File: src/rtl/fft_spectrum_reader.sv
// Sweeps the FFT output RAM after each fft_done edge, streams bin magnitudes
// through a credit-protected skid buffer and reports the two largest bins.
module fft_spectrum_reader #(
    parameter int DATA_WIDTH = 12,
    parameter int ADDR_WIDTH = 8,
    parameter int BINS       = 128,
    parameter int RD_LAT     = 2,
    parameter int MIN_BIN    = 1,
    parameter int BUF_DEPTH  = 4
) (
    input  logic                  clk,
    input  logic                  rst,
    input  logic                  fft_done,
    output logic                  fft_data_out_en,
    output logic [ADDR_WIDTH-1:0] fft_addr_out,
    input  logic [DATA_WIDTH-1:0] fft_data_out,
    output logic [DATA_WIDTH-1:0] m_data,
    output logic [ADDR_WIDTH-1:0] m_bin,
    output logic                  m_valid,
    output logic                  m_last,
    input  logic                  m_ready,
    output logic [ADDR_WIDTH-1:0] peak1_bin,
    output logic [ADDR_WIDTH-1:0] peak2_bin,
    output logic [DATA_WIDTH-1:0] peak1_mag,
    output logic [DATA_WIDTH-1:0] peak2_mag,
    output logic                  peaks_valid,
    output logic                  busy,
    output logic                  overrun
);
    localparam int CW = $clog2(BUF_DEPTH + 1);
    localparam int PW = (BUF_DEPTH > 1) ? $clog2(BUF_DEPTH) : 1;
    localparam logic [ADDR_WIDTH-1:0] LAST_BIN = ADDR_WIDTH'(BINS - 1);
    localparam logic [ADDR_WIDTH-1:0] MIN_ADDR = ADDR_WIDTH'(MIN_BIN);
    localparam logic [PW-1:0]         PTR_MAX  = PW'(BUF_DEPTH - 1);

    typedef enum logic [1:0] {IDLE, READ, DRAIN, DONE} state_t;
    state_t state, state_next;

    // Stream handshake: a beat transfers on a rising clk edge where m_valid and
    // m_ready are both high; m_valid never drops and the head never changes
    // until that transfer happens.
    logic                  done_q;
    logic                  start_edge;
    logic                  issue;
    logic                  pop;
    logic                  push;
    logic                  frame_end;
    logic [ADDR_WIDTH-1:0] rd_addr;
    logic [CW-1:0]         credit;
    logic [CW-1:0]         count;
    logic [PW-1:0]         wr_ptr, rd_ptr;
    logic [ADDR_WIDTH+DATA_WIDTH-1:0] mem [BUF_DEPTH];
    logic [ADDR_WIDTH+DATA_WIDTH-1:0] head;
    logic [RD_LAT-1:0]     dl_valid;
    logic [ADDR_WIDTH-1:0] dl_addr [RD_LAT];
    logic [ADDR_WIDTH-1:0] push_addr;
    logic [ADDR_WIDTH-1:0] w1_bin, w2_bin;
    logic [DATA_WIDTH-1:0] w1_mag, w2_mag;

    function automatic logic [PW-1:0] ptr_inc(input logic [PW-1:0] p);
        return (p == PTR_MAX) ? '0 : p + 1'b1;
    endfunction

    assign start_edge = fft_done & ~done_q;
    assign head       = mem[rd_ptr];
    assign m_valid    = (count != '0);
    assign m_data     = m_valid ? head[DATA_WIDTH-1:0] : '0;
    assign m_bin      = m_valid ? head[ADDR_WIDTH+DATA_WIDTH-1:DATA_WIDTH] : '0;
    assign m_last     = m_valid && (m_bin == LAST_BIN);
    assign pop        = m_valid & m_ready;
    assign push       = dl_valid[RD_LAT-1];
    assign push_addr  = dl_addr[RD_LAT-1];
    assign frame_end  = (state == DRAIN) && pop && m_last;

    assign fft_data_out_en = issue;
    assign fft_addr_out    = rd_addr;
    assign peaks_valid     = (state == DONE);
    assign busy            = (state != IDLE);

    always_comb begin
        state_next = state;
        issue      = 1'b0;
        case (state)
            IDLE:  if (start_edge) state_next = READ;
            READ: begin
                issue = (credit != '0);
                if (issue && rd_addr == LAST_BIN) state_next = DRAIN;
            end
            DRAIN: if (frame_end) state_next = DONE;
            DONE:  state_next = IDLE;
            default: state_next = IDLE;
        endcase
    end

    // Credits count free buffer slots minus reads still in flight.
    always_ff @(posedge clk or posedge rst) begin
        if (rst) begin
            state   <= IDLE;
            done_q  <= 1'b0;
            rd_addr <= '0;
            credit  <= CW'(BUF_DEPTH);
            overrun <= 1'b0;
        end else begin
            state  <= state_next;
            done_q <= fft_done;
            if (state == IDLE && start_edge) rd_addr <= '0;
            else if (issue)                  rd_addr <= rd_addr + 1'b1;
            credit <= credit - CW'(issue) + CW'(pop);
            if (start_edge && state != IDLE) overrun <= 1'b1;
        end
    end

    always_ff @(posedge clk or posedge rst) begin
        if (rst) begin
            dl_valid <= '0;
            for (int i = 0; i < RD_LAT; i++) dl_addr[i] <= '0;
        end else begin
            dl_valid[0] <= issue;
            dl_addr[0]  <= rd_addr;
            for (int i = 1; i < RD_LAT; i++) begin
                dl_valid[i] <= dl_valid[i-1];
                dl_addr[i]  <= dl_addr[i-1];
            end
        end
    end

    always_ff @(posedge clk) begin
        if (push) mem[wr_ptr] <= {push_addr, fft_data_out};
    end

    always_ff @(posedge clk or posedge rst) begin
        if (rst) begin
            wr_ptr <= '0;
            rd_ptr <= '0;
            count  <= '0;
        end else begin
            if (push) wr_ptr <= ptr_inc(wr_ptr);
            if (pop)  rd_ptr <= ptr_inc(rd_ptr);
            count <= count + CW'(push) - CW'(pop);
        end
    end

    // Strict compares keep the earlier bin on ties.
    always_ff @(posedge clk or posedge rst) begin
        if (rst) begin
            w1_bin <= '0; w1_mag <= '0; w2_bin <= '0; w2_mag <= '0;
        end else if (state == IDLE && start_edge) begin
            w1_bin <= '0; w1_mag <= '0; w2_bin <= '0; w2_mag <= '0;
        end else if (push && push_addr >= MIN_ADDR) begin
            if (fft_data_out > w1_mag) begin
                w2_bin <= w1_bin;
                w2_mag <= w1_mag;
                w1_bin <= push_addr;
                w1_mag <= fft_data_out;
            end else if (fft_data_out > w2_mag) begin
                w2_bin <= push_addr;
                w2_mag <= fft_data_out;
            end
        end
    end

    always_ff @(posedge clk or posedge rst) begin
        if (rst) begin
            peak1_bin <= '0; peak1_mag <= '0; peak2_bin <= '0; peak2_mag <= '0;
        end else if (frame_end) begin
            peak1_bin <= w1_bin; peak1_mag <= w1_mag;
            peak2_bin <= w2_bin; peak2_mag <= w2_mag;
        end
    end
endmodule

File: config.mk
export PLATFORM = sky130hd
export DESIGN_NAME = fft_spectrum_reader
export DESIGN_NICKNAME = d
export VERILOG_FILES = /design/src/rtl/fft_spectrum_reader.sv
export SDC_FILE = /design/constraint.sdc
export NUM_CORES = 1
export LEC_CHECK = 0
export CORE_AREA = 2 2 119 132
export CTS_BUF_LIST = sky130_fd_sc_hd__clkbuf_4
export CTS_CLUSTER_DIAMETER = 60
export DETAILED_ROUTE_END_ITERATION = 8
export DIE_AREA = 0 0 121 134
export GPL_ROUTABILITY_DRIVEN = 0
export GPL_TIMING_DRIVEN = 0
export PLACE_DENSITY = 0.83
export RECOVER_POWER = 25
export SYNTH_ARGS = -nofsm -noshare
export SYNTH_HDL_FRONTEND = slang
export SYNTH_SLANG_ARGS = --single-unit
File: constraint.sdc
create_clock -name clk -period 6 [get_ports clk]
set_clock_uncertainty 0.15 [all_clocks]
set_input_delay 1.8 -clock clk [delete_from_list [all_inputs] [get_ports clk]]
set_output_delay 1.8 -clock clk [all_outputs]
set_load 0.1 [all_outputs]
; ---- After elaboration in Yosys (flattened, before gate mapping)
; Memories as Yosys holds them, arrays and structs flattened.
; Cells that the tools add are included.
[word_totals]
register_bits = 120
ram_bits = 80
n_memories = 1
[mem_list]
columns = name, words, word_bits, rd, rd_clocked_by_memory_dff, write_ports, line_no
row1 = mem, 4, 20, 1, 0, 1, 52  ; logic [ADDR_WIDTH+DATA_WIDTH-1:0] mem [BUF_DEPTH];
[op_classes]
addsub = 7
n_lt_le_gt_ge = 3
eq_ne = 10
n_mux = 27
bitwise_logic = 3
reduce_logical = 18
[ops]
columns = cell, count
row1 = $mux W12, 8
row2 = $mux W8, 10
row3 = $gt A12 B12 Y1, 2
row4 = $eq A8 B7 Y1 const B, 2
row5 = $mux W2, 5
row6 = $reduce_bool A3 Y1, 3
row7 = $add A8 B1 Y8 const B, 1
row8 = $eq A2 B2 Y1 const B, 4
row9 = $ge A8 B1 Y1 const B, 1
row10 = $pmux W2 S4, 1
row11 = $reduce_bool A2 Y1, 4
row12 = $logic_and A1 B1 Y1, 7
row13 = $add A3 B1 Y3, 2
row14 = $ne A2 B2 Y1 const B, 3
row15 = $sub A3 B1 Y3, 2
row16 = $add A2 B1 Y2 const B, 2
row17 = $reduce_and A2 Y1, 2
row18 = $mux W1, 3
row19 = $reduce_and A3 Y1, 1
row20 = $and A1 B1 Y1, 2
row21 = $eq A2 B1 Y1 const B, 1
row22 = $logic_not A2 Y1, 1
row23 = $not A1 Y1, 1

; ---- Depth between registers and ports, before layout
[depth]
depth_word = 7
depth_mapped = 10
mapped_depth_nobuf = 9

; ---- Worst setup path after synthesis
; OpenSTA, ideal clock, no wires.
[synth_path]
kind = register to output
from = register count[1]
to = output port m_bin[0]
t_arrival_ns = 2.356
slack_ns = 1.694
path_stages_with_launch = 4
n_path_buf = 1
path_cell_list = dfrtp_1 > or3_1 > clkbuf_1 > and2_1
[synth_via]
elab_chain_len = 2
[synth_rtl]
columns = element, line_no
row1 = "start, declared", 50  ; logic [CW-1:0] count;
row2 = "start signal, assigned", 139  ; count <= count + CW'(push) - CW'(pop);
row3 = $reduce_bool A3 Y1, 66  ; assign m_valid = (count != '0);
row4 = named net m_valid, 19  ; output logic m_valid,
row5 = $mux W8, 68  ; assign m_bin = m_valid ? head[ADDR_WIDTH+DATA_WIDTH-1:DATA_WIDTH] : '0;
row6 = "end, declared", 18  ; output logic [ADDR_WIDTH-1:0] m_bin,
; The timed path passes the listed nets, and every way through them passes these cells.

; ---- Worst setup path after layout
[layout_path]
from = register rd_ptr[0]
to = output port m_last
[layout_via]
elab_chain_len = 4
[layout_rtl]
columns = element, line_no
row1 = "start, declared", 51  ; logic [PW-1:0] wr_ptr, rd_ptr;
row2 = "start signal, assigned", 138  ; if (pop) rd_ptr <= ptr_inc(rd_ptr);
row3 = $mem_v2 Z4 W20, --
row4 = $mux W8, 68
row5 = $eq A8 B7 Y1, 69  ; assign m_last = m_valid && (m_bin == LAST_BIN);
row6 = $logic_and A1 B1 Y1, 69
row7 = "end, declared", 20  ; output logic m_last,
; Every way passes these cells.

==> results.json <==
{
  "synth_enable_flop_cells": 80,
  "top_level_ports": 90,
  "clk_pin_slew_ns": 0.16,
  "ys_seq_elements": 200,
  "cts_resized": 0,
  "synth_area_leaders": "dfrtp_1 35%, edfxtp_1 28%, ha_1 5.5%, mux2i_1 4.8%, mux4_2 4.4%",
  "seq_area_frac_synth_pct": 62.8,
  "antenna_found_initial": 1,
  "crit_path_start_kind": "flip-flop",
  "synthDominantCellAreaShare_pct": 34.6,
  "crit_path_top_delay_cell": "clkdlybuf4s50_1",
  "fmax_mhz": 183,
  "grt_max_degree": 65,
  "cts-root-buf": "clkbuf_4",
  "crit_path_max_fanout": 10,
  "drt_iter0_markers": 390,
  "numCtsBuffers": 17,
  "critical_path_required_ns": 4.05,
  "viasPerCell": 5.66,
  "vias": 5261,
  "synth_ff_type": "dfrtp_1",
  "htreeDepth": 4,
  "critPathArrivalTime_ns": 3.50,
  "firstDrtPassIters": 8,
  "synth_cell_types": 46,
  "drt-wirelength-per-cell_um": 18.8,
  "grt_pass1_vias": 5463,
  "worst_slack_ns": 0.547,
  "design.core.area_um2": 14900,
  "avgSynthCellArea_um2": 14.1,
  "async_reset_ff_share_pct": 60.0,
  "maxSlewViolCount": 0,
  "grt_pass1_wl_um": 28200,
  "area_growth_syn_to_layout_pct": 16.7,
  "numClockSinks": 200,
  "final_layout_size_suffix_gt1_share_pct": 11.3,
  "relSlewSlack_pct": 0.296,
  "fp-row-count": 47,
  "netlist_instances": 611,
  "max_cap_viol_count": 2,
  "die_h_um": 134,
  "portBuffers": 89,
  "clock_latency_ns": 0.58,
  "post_dp_cell_area_um2": 9770,
  "die_area_um2": 16200,
  "dpl.hpwl_um": 12600,
  "grt_usage_pct": 22.9,
  "ctsLongestPathBuffers": 2,
  "finalCriticalPeriod_ns": 5.45,
  "power_w": 0.00552,
  "netlist_area_um2": 8610,
  "path_cells": "buf_6 > mux4_2 > nor4_4 > clkdlybuf4s50_1",
  "die_x_um": 121,
  "design_area_um2": 10000,
  "status": "complete, but fails checks",
  "p_per_area_nw_per_um2": 550,
  "final_common_cell": "dfrtp_1",
  "dp_slack_ns": 1.15,
  "fin_nets": 776,
  "grt_setup_unrepaired": "false",
  "hold_path_class": "reg2reg",
  "cts_tree": "done",
  "hold_buffers": 0,
  "hold_viol": 0,
  "irDropWorstVdd_mv": 0.255,
  "start_util_pct": 57.9,
  "drc_errors": 0,
  "overflow": 0,
  "reg2reg_depth": 9,
  "final_core_utilization_pct": 67.5,
  "finalSetupViolations": 0,
  "routed_wl_um": 17500,
  "antenna_left": 0,
  "fin_crit_sh_pct": 90.9,
  "violations": "max-capacitance violations",
  "synth_top_cell_by_area": "dfrtp_1",
  "slowest_delay_ns": 1.22,
  "path_class": "reg2out",
  "post-cts-setup-buffer-count": 0,
  "yosys_warnings": 0,
  "fin_tns_setup_ns": 0,
  "synth_nets": 667,
  "mostFrequentLayoutCells": "119 x dfrtp_1, 88 x clkdlybuf4s50_1, 80 x edfxtp_1",
  "cp-end-kind": "output pin",
  "worst-slew-pin-transition_ns": 1.49,
  "worstHoldPathCells": 0,
  "p_leak_nw": 4.22
}
-- per-stage QoR --
stage          cells  hold slack [ns]
2_1_floorplan    611            0.181
3_3_place_gp     896            0.183
3_5_place_dp     897            0.186
4_1_cts          929            0.220
5_1_grt          930            0.226
6_report         930            0.219
-- where the power goes --
part           total (W)  internal (W)  switching [W]  leakage (nW)
Sequential       0.00204       0.00179       0.000244          2.30
Clock           0.000664      0.000215       0.000449         0.148
Combinational    0.00282      0.000874        0.00195          1.77
-- state kept, by name (all words and copies together), names as in the netlist, 8 cells and up --
signal	cells
w2_mag	12
push_addr	8
peak2_mag	12
mem	80
w2_bin	8
w1_mag	12
w1_bin	8
peak2_bin	8
dl_addr	8
peak1_bin	8
peak1_mag	12
fft_addr_out	8
-- synth_stat cells, types with 2 or more instances --
cell,count
a211oi_1,2
xnor2_1,4
buf_2,4
nor2_1,30
and2_1,23
nand4_1,8
a21oi_1,32
or3_1,4
nor3_1,3
clkbuf_1,19
fa_1,2
nand2_1,35
nand2b_1,2
dfrtp_1,119
mux4_2,17
o31ai_1,20
mux4_1,3
or2_2,2
mux2_2,4
or4_1,2
nor2b_1,2
edfxtp_1,80
mux2i_1,41
xor2_1,5
a21o_1,2
ha_1,38
buf_6,3
mux2_4,16
nand3_1,4
o21ai_0,28
inv_1,42
-- metal layers --
layer	track usage [%]	share of wire, %	vias to the layer above	routed length (µm)
met5	0	0	-	0
met4	8.66	2.3	0	403
met3	4.72	5.0	30	867
met2	37.1	50	175	8720
met1	30.9	43	2636	7460
li1	-	-	2420	-
-- path summary, 6_finish.rpt --
kind                             start            to  slack (ns)
max in group asynchronous          rst     credit[2]        3.38
min in group asynchronous          rst  peak2_mag[5]        1.52
setup / recovery             rd_ptr[0]        m_last        0.55
setup reg to reg             w1_mag[2]     w1_bin[2]        3.14
hold / removal             dl_addr[12]  push_addr[4]        0.22
hold reg to reg            dl_addr[12]  push_addr[4]        0.22
-- area by class of cell --
type / count / area (µm²)
antenna: 1 / 2.50
sequential: 200 / 5410
timing repair buffer: 90 / 918
clock buffer: 17 / 128
multi-input combinational: 342 / 2920
clock inverter: 15 / 140
fill: 1018 / 4830
tap: 196 / 245
inverter: 42 / 160
buffer: 27 / 129
-- cells by family after synthesis --
group	share of synthesized area, %
adder cells (fa/ha/maj)	5.99
AND/OR/NAND/NOR	7.14
AO/OA/AOI/OAI	6.38
multiplexers	13.4
buffers and inverters	3.33
flip-flops	62.8
XOR/XNOR	0.916
-- worst max-delay path: cells and delay by family, from the launching register on --
kind,cells,cell delay (ns)
AND/OR/NAND/NOR,1,0.41
buffers and inverters,2,1.45
flip-flops,1,0.51
multiplexers,1,0.55
No activity file was read; power rests on OpenSTA's default activity.
